### src/rtl/k12a_mem_arbiter_pkg.sv
// Shared types for the k12a memory arbiter: memory mode, arbiter FSM states and owner tags.
package k12a_mem_arbiter_pkg;

  typedef enum logic {
    MEM_READ  = 1'b0,
    MEM_WRITE = 1'b1
  } mem_mode_t;

  typedef enum logic [2:0] {
    ST_IDLE,
    ST_READ,
    ST_WR_SETUP,
    ST_WR_STROBE,
    ST_WR_HOLD,
    ST_DONE
  } arb_state_t;

  typedef enum logic {
    OWNER_CPU = 1'b0,
    OWNER_DBG = 1'b1
  } arb_owner_t;

  localparam int WAIT_CNT_W = 4;

  function automatic logic [WAIT_CNT_W-1:0] sat_inc(input logic [WAIT_CNT_W-1:0] value,
                                                    input logic [WAIT_CNT_W-1:0] limit);
    return (value >= limit) ? limit : value + 1'b1;
  endfunction

endpackage

### src/rtl/k12a_mem_arbiter_strobe_gen.sv
// Write strobe generator: holds the strobe high for STROBE_CYCLES cycles after a start pulse.
module k12a_write_strobe_gen #(
  parameter int STROBE_CYCLES = 1
) (
  input  logic sys_clock,
  input  logic reset,
  input  logic start,
  output logic busy,
  output logic last
);

  logic       strobe;
  logic [1:0] cnt;

  // Strobe rises on the edge that leaves setup; cnt marks how many strobe cycles have elapsed.
  always_ff @(posedge sys_clock or posedge reset) begin
    if (reset) begin
      strobe <= 1'b0;
      cnt    <= 2'd0;
    end else if (start) begin
      strobe <= 1'b1;
      cnt    <= 2'd0;
    end else if (strobe) begin
      if (cnt == 2'(STROBE_CYCLES - 1)) begin
        strobe <= 1'b0;
      end else begin
        cnt <= cnt + 2'd1;
      end
    end
  end

  assign busy = strobe;
  assign last = strobe && (cnt == 2'(STROBE_CYCLES - 1));

endmodule

### src/rtl/k12a_mem_arbiter.sv
// Two-master arbiter for the k12a memory port: CPU has priority, debug master is starvation-bounded.
module k12a_mem_arbiter
  import k12a_mem_arbiter_pkg::*;
#(
  parameter int ADDR_WIDTH    = 16,
  parameter int DATA_WIDTH    = 8,
  parameter int MAX_WAIT      = 4,
  parameter int STROBE_CYCLES = 1
) (
  input  logic                  sys_clock,
  input  logic                  reset,
  input  logic                  cpu_req,
  input  logic                  cpu_we,
  input  logic [ADDR_WIDTH-1:0] cpu_addr,
  input  logic [DATA_WIDTH-1:0] cpu_wdata,
  output logic                  cpu_gnt,
  output logic                  cpu_done,
  output logic [DATA_WIDTH-1:0] cpu_rdata,
  output logic                  cpu_stall,
  input  logic                  dbg_req,
  input  logic                  dbg_we,
  input  logic [ADDR_WIDTH-1:0] dbg_addr,
  input  logic [DATA_WIDTH-1:0] dbg_wdata,
  output logic                  dbg_gnt,
  output logic                  dbg_done,
  output logic [DATA_WIDTH-1:0] dbg_rdata,
  output logic                  mem_enable,
  output mem_mode_t             mem_mode,
  output logic [ADDR_WIDTH-1:0] mem_addr,
  output logic [DATA_WIDTH-1:0] mem_wdata,
  input  logic [DATA_WIDTH-1:0] mem_rdata,
  output logic                  mem_write_strobe
);

  arb_state_t            state;
  arb_owner_t            owner;
  logic [WAIT_CNT_W-1:0] wait_cnt;

  logic                  dbg_win;
  logic                  sel_we;
  logic [ADDR_WIDTH-1:0] sel_addr;
  logic [DATA_WIDTH-1:0] sel_wdata;
  logic                  strobe_start;
  logic                  strobe_last;

  assign dbg_win   = dbg_req && (!cpu_req || (wait_cnt == WAIT_CNT_W'(MAX_WAIT)));
  assign sel_we    = dbg_win ? dbg_we    : cpu_we;
  assign sel_addr  = dbg_win ? dbg_addr  : cpu_addr;
  assign sel_wdata = dbg_win ? dbg_wdata : cpu_wdata;

  assign cpu_stall    = cpu_req && !cpu_gnt;
  assign strobe_start = (state == ST_WR_SETUP);

  k12a_write_strobe_gen #(
    .STROBE_CYCLES(STROBE_CYCLES)
  ) u_strobe_gen (
    .sys_clock(sys_clock),
    .reset    (reset),
    .start    (strobe_start),
    .busy     (mem_write_strobe),
    .last     (strobe_last)
  );

  // Access sequencer; request fields are captured only when a grant is issued from IDLE.
  always_ff @(posedge sys_clock or posedge reset) begin
    if (reset) begin
      state      <= ST_IDLE;
      owner      <= OWNER_CPU;
      wait_cnt   <= '0;
      cpu_gnt    <= 1'b0;
      dbg_gnt    <= 1'b0;
      cpu_done   <= 1'b0;
      dbg_done   <= 1'b0;
      cpu_rdata  <= '0;
      dbg_rdata  <= '0;
      mem_enable <= 1'b0;
      mem_mode   <= MEM_READ;
      mem_addr   <= '0;
      mem_wdata  <= '0;
    end else begin
      cpu_done <= 1'b0;
      dbg_done <= 1'b0;
      case (state)
        ST_IDLE: begin
          if (cpu_req || dbg_req) begin
            if (dbg_win) begin
              owner    <= OWNER_DBG;
              dbg_gnt  <= 1'b1;
              wait_cnt <= '0;
            end else begin
              owner    <= OWNER_CPU;
              cpu_gnt  <= 1'b1;
              wait_cnt <= dbg_req ? sat_inc(wait_cnt, WAIT_CNT_W'(MAX_WAIT)) : '0;
            end
            mem_enable <= 1'b1;
            mem_addr   <= sel_addr;
            if (sel_we) begin
              mem_mode  <= MEM_WRITE;
              mem_wdata <= sel_wdata;
              state     <= ST_WR_SETUP;
            end else begin
              mem_mode <= MEM_READ;
              state    <= ST_READ;
            end
          end else begin
            wait_cnt <= '0;
          end
        end
        ST_READ: begin
          if (owner == OWNER_DBG) begin
            dbg_rdata <= mem_rdata;
            dbg_done  <= 1'b1;
          end else begin
            cpu_rdata <= mem_rdata;
            cpu_done  <= 1'b1;
          end
          mem_enable <= 1'b0;
          state      <= ST_DONE;
        end
        ST_WR_SETUP: begin
          state <= ST_WR_STROBE;
        end
        ST_WR_STROBE: begin
          if (strobe_last) begin
            state <= ST_WR_HOLD;
          end
        end
        ST_WR_HOLD: begin
          dbg_done   <= (owner == OWNER_DBG);
          cpu_done   <= (owner == OWNER_CPU);
          mem_enable <= 1'b0;
          mem_mode   <= MEM_READ;
          mem_wdata  <= '0;
          state      <= ST_DONE;
        end
        ST_DONE: begin
          cpu_gnt <= 1'b0;
          dbg_gnt <= 1'b0;
          state   <= ST_IDLE;
        end
        default: begin
          state <= ST_IDLE;
        end
      endcase
    end
  end

endmodule
### config.mk
export PLATFORM = sky130hd
export DESIGN_NAME = k12a_mem_arbiter
export DESIGN_NICKNAME = d
export VERILOG_FILES = /design/src/rtl/k12a_mem_arbiter_pkg.sv /design/src/rtl/k12a_mem_arbiter_strobe_gen.sv /design/src/rtl/k12a_mem_arbiter.sv
export SDC_FILE = /design/constraint.sdc
export NUM_CORES = 1
export LEC_CHECK = 0
export BUFFER_PORTS_ARGS = -buffer_cell sky130_fd_sc_hd__buf_2
export CORE_MARGIN = 4
export CORE_UTILIZATION = 25
export DETAILED_ROUTE_END_ITERATION = 12
export GPL_TIMING_DRIVEN = 0
export PLACE_DENSITY = 0.44
export SYNTH_ARGS = -nofsm -noshare
export SYNTH_HDL_FRONTEND = slang
export SYNTH_SLANG_ARGS = --single-unit
### constraint.sdc
create_clock -name sys_clock -period 3.1 [get_ports sys_clock]
set_input_delay 0.465 -clock sys_clock [delete_from_list [all_inputs] [get_ports sys_clock]]
set_output_delay 0.465 -clock sys_clock [all_outputs]
set_load 0.02 [all_outputs]
==> run metrics <==
status=finished clean; most common cell after layout, fill and taps aside=buf_2; Clk pin slew, worst setup/hold paths=~0.07 ns; io pins=110; Syn. warnings=0; VDD IR-drop max=318 uV; Core Footprint=~0.010 mm^2; period utilization=0.571; Slowest Stage Delay on Critical Path=0.41 ns; CP startpoint=wait_cnt[0]; Starting Density=0.259; Rows=37; most frequent cells in the layout=buf_2 (113), dfrtp_1 (57), nand2_1 (29), mux2i_1 (24), o21ai_1 (14); routed wire length=6980 um; gp weighted congestion=0.715; Critical Path RT=3.32 ns; first-pass GRT wire length=~11000 um; Synth Instances=225; worst min-delay path class=in -> async; initial antenna violation count=0; Worst R2R Setup Slack=1.33 ns; Post-synth ARST share=1.00; Diodes inserted=0; Die ar.=0.0125 mm^2; setup_tns=0 ns; DRT iter0 DRCs=84; grt ovf=0; CTS Hold Bufs=0; share of cells above drive strength 1=0.471; Clock Latency Late Sink=0.32 ns; CP endpoint kind=register; Clock Sinks=57; Worst Max-Slew Pin Slew=~0.53 ns; DIE WIDTH=112 um; Main synth FF type=dfrtp_1; Max Cap Violations=0; Overall Global Routing Usage=0.115; CTS tree=done; Cell variety after synth=42; Max stage delay cell, worst path=dfrtp_1; Max Fclk=0.565 GHz; post-synth top area share=0.529; Nets=slightly above 400; Post-synth EDFFs=0; Area growth syn-to-layout=34.9%; synth top area cells=dfrtp_1 (53%), mux2i_1 (8.9%), mux2_4 (4.5%), nand2_1 (4.0%), mux2_2 (3.3%); antenna viol nets, final=0; routed length per instance=14.4 um; fin cells=between 400 and 500; CP Capture Point=mem_addr[12]; Arr. time, crit path=1.99 ns; RSZ-0062 raised after global routing=false; Worst setup SP type=register; Initial DRT Pass Iterations=4; Crit Path Class=reg -> reg; H-tree levels=3; Via Count=2132; final setup vio count=0; post-DR vias/cell=4.40; Post-Route Skew=0.00780 ns; number of global-route vias before repair=2185; Critical R2R Capture=mem_addr[12]; Slew HR=0.649; sequential-to-total area share from yosys stat=0.529; PD cells=996 mW/mm^2; CTS Buf Count=9; Setup Buffers After CTS=0; fill count=about 1100; endpoints failing hold=0; Avg Cell Area, Syn=12.0 um^2; max-slew violations=0; detailed-route DRC error count=0; Inst Count DP=469; R2R depth=8; root buffer cell=clkbuf_8; Max FO, Critical Path=10; worst r2r src=wait_cnt[0]; pin count of the biggest net entering global routing=36; area leader, netlist=dfrtp_1; die height=112 um; hpwl dp=5220 um; Post-Syn Area=about 0.0027 mm^2; post-cts sizing count=0; CP Cell Sequence=inv_1, ha_1, nand3b_4, a21boi_2, buf_6, buf_12, mux2i_1, o21ai_2; port buffer count=around 110; Synthesized Nets=290; #FFs+latches synth=57; leak pwr=1.80 nW; Final Critical Period=~1.8 ns; Clock Path Buffers=2
## cells by family (layout without fill, tap and decap cells)
logic type | Yosys count | in the layout | synth area share
AO/OA/AOI/OAI | 52 | 52 | 0.134
XOR/XNOR | 2 | 2 | 0.00650
adder cells (fa/ha/maj) | 3 | 3 | 0.0139
buffers and inverters | 21 | 144 | 0.0525
flip-flops | 57 | 57 | 0.529
multiplexers | 40 | 40 | 0.167
AND/OR/NAND/NOR | 50 | 50 | 0.0966
## flip-flops by register name (all words and copies together) (netlist names), 2 cells and up
register          flops
cpu_rdata             8
dbg_rdata             8
mem_addr             16
mem_wdata             8
state                 3
u_strobe_gen.cnt      2
wait_cnt              4
## report_power, final
| part | switching (mW) | internal, mW | leakage (nW) |
|---|---|---|---|
| registers | 0.186 | 1.06 | 0.716 |
| logic | 0.970 | 0.667 | 0.968 |
| clock network | 0.286 | 0.453 | 0.112 |
## area by class of cell
| type | instances | area [um^2] | share of cell area |
|---|---|---|---|
| buffer | 12 | 108 | 0.0296 |
| inverter | 9 | 33.8 | 0.00929 |
| timing repair buffer | 108 | 556 | 0.153 |
| clock buffer | 13 | 179 | 0.0492 |
| tap | 136 | 170 | 0.0468 |
| sequential | 57 | 1430 | 0.392 |
| multi-input combinational | 147 | 1130 | 0.310 |
| clock inverter | 2 | 35.0 | 0.00964 |
## how the worst min path moves through the flow
stage          slack [ns]  cells after the start           end   startpoint
4_1_cts              0.17                      2  cpu_rdata[2]        reset
6_report             0.17                      2   mem_addr[6]        reset
3_3_place_gp         0.46                      2   mem_addr[8]  mem_addr[8]
5_1_grt              0.20                      2  dbg_rdata[2]        reset
3_5_place_dp         0.46                      2      mem_mode     mem_mode
2_1_floorplan        0.49                      1   wait_cnt[0]  wait_cnt[0]
## through the flow
stage	cell area [um^2]	hold WS [ns]	setup slack (ns)	util	power, mW
global route	3630	0.203	1.21	0.349	3.89
floorplan	2700	0.485	1.24	-	2.38
global placement	3400	0.457	0.277	0.326	2.91
detailed placement	3420	0.463	1.32	0.328	2.93
finish	3630	0.170	1.33	0.349	3.62
CTS	3630	0.166	1.30	0.349	3.69
## Yosys cell counts (5+ instances only)
cell / instances
mux2i_1: 24
buf_2: 6
a21oi_1: 6
nor2_1: 6
o21ai_0: 6
o21ai_1: 14
nand2_1: 29
dfrtp_1: 57
mux2_4: 8
inv_1: 9
o2bb2ai_1: 8
o21ai_2: 5
mux2_2: 8
## critical path: cells and delay by family (launching register included)
kind,cells,cell delay [ns]
and+or+nand+nor,1,0.11
muxes,1,0.25
DFF,1,0.41
adders and majority gates,1,0.22
AOI/OAI and AO/OA,2,0.23
buffers and inverters,3,0.44
## routing by layer
metal | wire length, um | GRT usage
met1 | 3190 | 0.153
met3 | 383 | 0.0326
met5 | 0 | 0
met2 | 3280 | 0.172
met4 | 131 | 0.0535
No activity file was read; power rests on OpenSTA's default activity.
